===== src/rtl/fifo_v3.sv =====
// Synchronous single-clock FIFO with optional show-ahead read, occupancy count,
// programmable almost flags, sticky overflow/underflow and synchronous flush.
module fifo_v3 #(
  parameter int DEPTH      = 8,
  parameter int DATA_WIDTH = 8,
  parameter int SHOW_AHEAD = 0,
  parameter int AF_THRESH  = DEPTH - 2,
  parameter int AE_THRESH  = 2
) (
  input  logic                    clk,
  input  logic                    rst,
  input  logic                    wren,
  input  logic                    rden,
  input  logic                    flush,
  input  logic                    clr_err,
  input  logic [DATA_WIDTH-1:0]   i_data,
  output logic [DATA_WIDTH-1:0]   o_data,
  output logic                    full,
  output logic                    empty,
  output logic                    almost_full,
  output logic                    almost_empty,
  output logic [$clog2(DEPTH):0]  count,
  output logic                    overflow,
  output logic                    underflow
);

  localparam int AW = $clog2(DEPTH);
  localparam int CW = AW + 1;
  localparam logic [CW-1:0] DEPTH_C = CW'(DEPTH);
  localparam logic [CW-1:0] AF_C    = CW'(AF_THRESH);
  localparam logic [CW-1:0] AE_C    = CW'(AE_THRESH);

  logic [DATA_WIDTH-1:0] mem [DEPTH];
  logic [AW:0]           wr_ptr, rd_ptr;
  logic [DATA_WIDTH-1:0] data_q;
  logic [DATA_WIDTH-1:0] head;
  logic                  rd_ok, wr_ok, rd_acc, wr_acc;
  logic                  ov_set, un_set;

  // The wrap bit makes the pointer difference the exact occupancy, 0..DEPTH.
  assign count        = wr_ptr - rd_ptr;
  assign full         = (count == DEPTH_C);
  assign empty        = (count == '0);
  assign almost_full  = (count >= AF_C);
  assign almost_empty = (count <= AE_C);

  assign head   = mem[rd_ptr[AW-1:0]];
  assign rd_ok  = rden & ~empty;
  assign wr_ok  = wren & (~full | rd_ok);
  assign rd_acc = rd_ok & ~flush;
  assign wr_acc = wr_ok & ~flush;
  assign ov_set = wren & ~wr_ok & ~flush;
  assign un_set = rden & empty & ~flush;

  assign o_data = (SHOW_AHEAD != 0 && !empty) ? head : data_q;

  always_ff @(posedge clk or posedge rst) begin
    if (rst) begin
      wr_ptr    <= '0;
      rd_ptr    <= '0;
      data_q    <= '0;
      overflow  <= 1'b0;
      underflow <= 1'b0;
    end else begin
      if (flush) begin
        wr_ptr <= '0;
        rd_ptr <= '0;
        // Show-ahead keeps presenting the word that was visible before the flush.
        if (SHOW_AHEAD != 0 && !empty) data_q <= head;
      end else begin
        if (wr_acc) wr_ptr <= wr_ptr + 1'b1;
        if (rd_acc) begin
          rd_ptr <= rd_ptr + 1'b1;
          data_q <= head;
        end
      end
      overflow  <= ov_set | (overflow & ~clr_err);
      underflow <= un_set | (underflow & ~clr_err);
    end
  end

  always_ff @(posedge clk) begin
    if (wr_acc) mem[wr_ptr[AW-1:0]] <= i_data;
  end

endmodule


===== config.mk =====
export PLATFORM = sky130hd
export DESIGN_NAME = fifo_v3
export DESIGN_NICKNAME = d
export VERILOG_FILES = /design/src/rtl/fifo_v3.sv
export SDC_FILE = /design/constraint.sdc
export NUM_CORES = 1
export LEC_CHECK = 0
export ABC_AREA = 1
export CORE_AREA = 2 2 120 87
export DETAILED_ROUTE_END_ITERATION = 8
export DIE_AREA = 0 0 122 89
export SYNTH_ARGS = -nofsm -noshare
export SYNTH_HDL_FRONTEND = slang
export SYNTH_SLANG_ARGS = --single-unit

===== constraint.sdc =====
create_clock -name clk -period 3.4 [get_ports clk]
set_input_delay 0.68 -clock clk [delete_from_list [all_inputs] [get_ports clk]]
set_output_delay 0.68 -clock clk [all_outputs]
set_load 0.02 [all_outputs]

==> Word-level counts from Yosys, hierarchy flattened <==
Memories as Yosys holds them, arrays and structs flattened. A register that Yosys moved wholly into a read port is not among the register bits.
Cells that the tools add are included.
{ "classes": {"addsub": 3, "magnitude_cmp": 2, "eq_ne": 1, "muxes": 6, "bitwise": 18, "n_reduce_logical": 4} }
{ "ops": {"columns": ["cell", "n"], "rows": [
  ["4-bit two-way mux", 4],
  ["1-bit AND", 10],
  ["4-bit by 1-bit adder with 4-bit output (second input constant)", 2],
  ["1-bit NOT", 5],
  ["4-bit == test (second input constant)", 1],
  ["4-bit by 3-bit >= comparator with 1-bit output (second input constant)", 1],
  ["4-bit by 2-bit <= comparator with 1-bit output (second input constant)", 1],
  ["4-bit zero test", 1],
  ["2-bit nonzero test", 2],
  ["4-bit subtractor", 1],
  ["1-bit OR", 3],
  ["1-bit two-way mux", 2],
  ["2-bit AND reduction", 1]
]} }
{ "word_totals": {"ff_bits": 10, "mem_bits_rw": 64, "inputBits": 14, "wordCells": 39, "mem_count": 1} }
{ "mem_list": {"columns": ["name", "depth", "width", "rd", "rd_clocked_by_memory_dff", "write_ports", "line", "rtl"], "rows": [
  ["mem", 8, 8, 1, 1, 1, "33", "logic [DATA_WIDTH-1:0] mem [DEPTH];"]
]} }

==> Logic depth before layout (Yosys ltp) <==
Gate-level depths: netlist of the first run.
{ "depth": {"word_depth": 10, "ltp_mapped": 12, "depth_no_buf": 12} }

==> Worst setup path after synthesis of the first run <==
OpenSTA, ideal clock, no wires.
{ "synth_path": {"path_kind": "reg2out", "startpoint": "register rd_ptr[1]", "endpoint": "output port full", "arrival_time_ns": 2.202, "required_ns": 2.720, "setup_slack_ns": 0.518, "stages_incl_launch_ff": 9, "n_path_buf": 1, "path_cell_list": "dfrtp_1 > inv_1 > clkbuf_1 > ha_1 > nand3_1 > nand3_1 > nand2_1 > inv_1 > nor4_1"} }
{ "synth_via": {"elab_chain_cells": 2} }
{ "synth_lines": {"columns": ["element", "line", "rtl"], "rows": [
  ["from (decl)", "34", "logic [AW:0] wr_ptr, rd_ptr;"],
  ["from (signal assigned)", "73", "rd_ptr <= rd_ptr + 1'b1;"],
  ["4-bit subtractor", "41", "assign count = wr_ptr - rd_ptr;"],
  ["net count[3]", "22", "output logic [$clog2(DEPTH):0] count,"],
  ["4-bit == test", "42", "assign full = (count == DEPTH_C);"],
  ["to (decl)", "18", "output logic full,"]
]} }
The timed path passes the listed nets, and every way through them passes these cells.

==> Worst setup path after layout of the first run <==
{ "layout_path": {"startpoint": "register wr_ptr[0]", "endpoint": "output port almost_empty"} }
{ "layout_via": {"elab_chain_cells": 2} }
{ "layout_lines": {"columns": ["element", "line", "rtl"], "rows": [
  ["from (decl)", "34", null],
  ["from (signal assigned)", "71", "if (wr_acc) wr_ptr <= wr_ptr + 1'b1;"],
  ["4-bit subtractor", "41", null],
  ["4-bit by 2-bit <= comparator with 1-bit output", "45", "assign almost_empty = (count <= AE_C);"],
  ["to (decl)", "21", "output logic almost_empty,"]
]} }
Every way passes these cells.

==> results of run 1 <==
flip-flops by register name, indices dropped and copies added, names as in the netlist:
name	cells
rd_ptr	4
underflow	1
wr_ptr	4
overflow	1
o_data	8
mem	64
report_power, final:
group | internal, mW | switching, mW
Sequential | 1.17 | 0.0441
Clock | 0.649 | 0.401
Combinational | 0.447 | 0.730
Total | 2.27 | 1.17
through the flow:
step / util, % / setup slack [ps] / std cells / area [sq um] / hold WS, ps
5_1_grt: 45.2 / 12.1 / 491 / 4330 / 523
2_1_floorplan: - / 518 / 319 / 3520 / 517
3_3_place_gp: 41.8 / 445 / 475 / 4000 / 462
4_1_cts: 45.1 / 4.07 / 491 / 4320 / 483
3_5_place_dp: 41.8 / 376 / 475 / 4000 / 465
6_report: 45.2 / 183 / 491 / 4330 / 476
placed cells by master (no fill, tap or decap), drive strengths merged, types with 9 or more instances in the layout:
cell type       n
buf             9
clkbuf          9
clkdlybuf4s50  29
dfrtp          18
edfxtp         64
inv            25
nand2          64
nand3          16
nor2           47
o21ai          37
o22ai           9
worst max-delay path, cell delays in order, from the launching register on:
cell and delay [ps]:
dfrtp_1 380, inv_2 80, ha_1 230, fa_1 480, inv_1 100, a211oi_1 280, clkdlybuf4s50_1 640
area by class of cell:
cell class | instances | area, sq um
Clock buffer | 9 | 225
Clock inverter | 7 | 98.8
Fill cell | 893 | 5250
Inverter | 24 | 90.1
Multi-Input combinational cell | 201 | 996
Sequential cell | 82 | 2370
Tap cell | 128 | 160
Timing Repair Buffer | 40 | 383
layer usage:
| metal | up-vias | share of wire, % | global-route usage (%) | wire length (um) |
|---|---|---|---|---|
| met2 | 74 | 42 | 22.8 | 3230 |
| li1 | 1185 | - | - | - |
| met3 | 11 | 7.4 | 5.36 | 572 |
| met5 | - | 0 | 0 | 0 |
| met1 | 1114 | 49 | 22.7 | 3790 |
| met4 | 0 | 1.7 | 5.43 | 135 |
cells by family after synthesis:
group           Yosys count  synth area share, %
flops                    82                 67.4
xor+xnor                  3                0.747
fa+ha+maj                 6                 2.35
simple gates            136                 16.3
buf+inv                  36                 4.27
compound gates           56                 8.93
worst paths after layout:
check / endpoint / slack, ps / depth (start not counted)
worst max-delay path: almost_empty / 180 / 6
worst min-delay path: o_data[5] / 480 / 2
worst max register to register: mem[6][1] / 610 / 8
worst min register to register: o_data[5] / 480 / 2
max in group asynchronous: wr_ptr[0] / 2180 / 2
min in group asynchronous: o_data[7] / 760 / 2
==> out/qor.yml, run 1 <==
status: "complete, no violations"
core-area_sq_um: 9570
grt_pass1_vias: 2282
grt_use_total_pct: 15.9
tns_ps: 0
synth-edff-count: 64
antenna_cells: 0
clk_path_buf_depth: 2
critPathKind: "reg -> out"
vias: 2384
hp-start: "o_data[5]"
cp_max_fo: 7
synth_cells: 319
p_per_area_nw_per_um2: 796
initial_utilization_pct: 36.8
antenna_found_initial: 0
dp_hpwl_um: 5020
yosysSeqAreaShare_pct: 67.4
power.total_mw: 3.44
num_io_pins: 32
syn_nets: 339
cts.sinks: 82
drc: 0
skew_ps: 6.47
setup_violations: 0
fp-row-count: 30
cp.arrival_ps: 2540
finalCritPeriodShare_pct: 94.6
cp-end-kind: "output pin"
async_flop_share_pct: 22.0
dr.pass1.iters: 4
ys_top_cells_by_count: "edfxtp_1, nand2_1, nor2_1, o21ai_0, inv_1"
fp.dieW_um: 122
clk_pin_slew_ps: 60
start_kind: "register"
timing.fmax_mhz: 311
drive_above_1_share_pct: 8.54
synth.most_common_cell: "edfxtp_1"
syn_avg_cell_area_sq_um: 11.0
vias_per_cell: 4.86
peakVddDrop_mv: 0.295
hp-class: "reg -> reg"
cts-hold-fix-buffers: 0
synth_area_leaders: "edfxtp_1, dfrtp_1, nand2_1"
final_nets: 378
grt_max_degree: 37
setup.worst_path.start: "wr_ptr[0]"
worst_pin_slew_ps: 967
max_cap_violations: 0
clk-insertion-delay-late_ps: 340
place.gp.congestion: 0.818
numCtsBuffers: 9
cts-htree-levels: 3
fp.dieH_um: 89
maxSlewViolCount: 0
leakage_nw: 1.73
dieArea_sq_um: 10900
post_cts_buffers: 0
yosysUniqueCellTypes: 27
wl_um: 7730
cts_tree: "yes"
rsz0062_at_grt: "no"
postRouteAntennaNets: 0
drtIter0Drc: 228
cts-root-buf: "clkbuf_16"
final.min_clock_period_ps: 3220
yosysWarnings: 0
grt_overflow: 0
yosys.area.top_type_share_pct: 54.6
yosysTopAreaCell: "edfxtp_1"
synth_ff_type: "edfxtp_1"
ys_seq_elements: 82
r2r-start: "wr_ptr[0]"
port_buffers: 31
hold_viol: 0
wire_per_inst_um: 15.7
grt_pass1_wl_um: 12500
slew-limit-headroom_pct: 35.5
syn_to_final_growth_pct: 22.9
cts_resized: 0
crit_required_ps: 2720
syn_area_sq_um: 3520
No activity file was read; power rests on OpenSTA's default activity.
==> run 2, diff against run 1 <==
- CAP_MARGIN: default -> 20
==> results of run 2 <==
Same layout as run 1: the final DEF is identical, and so are final timing and power.
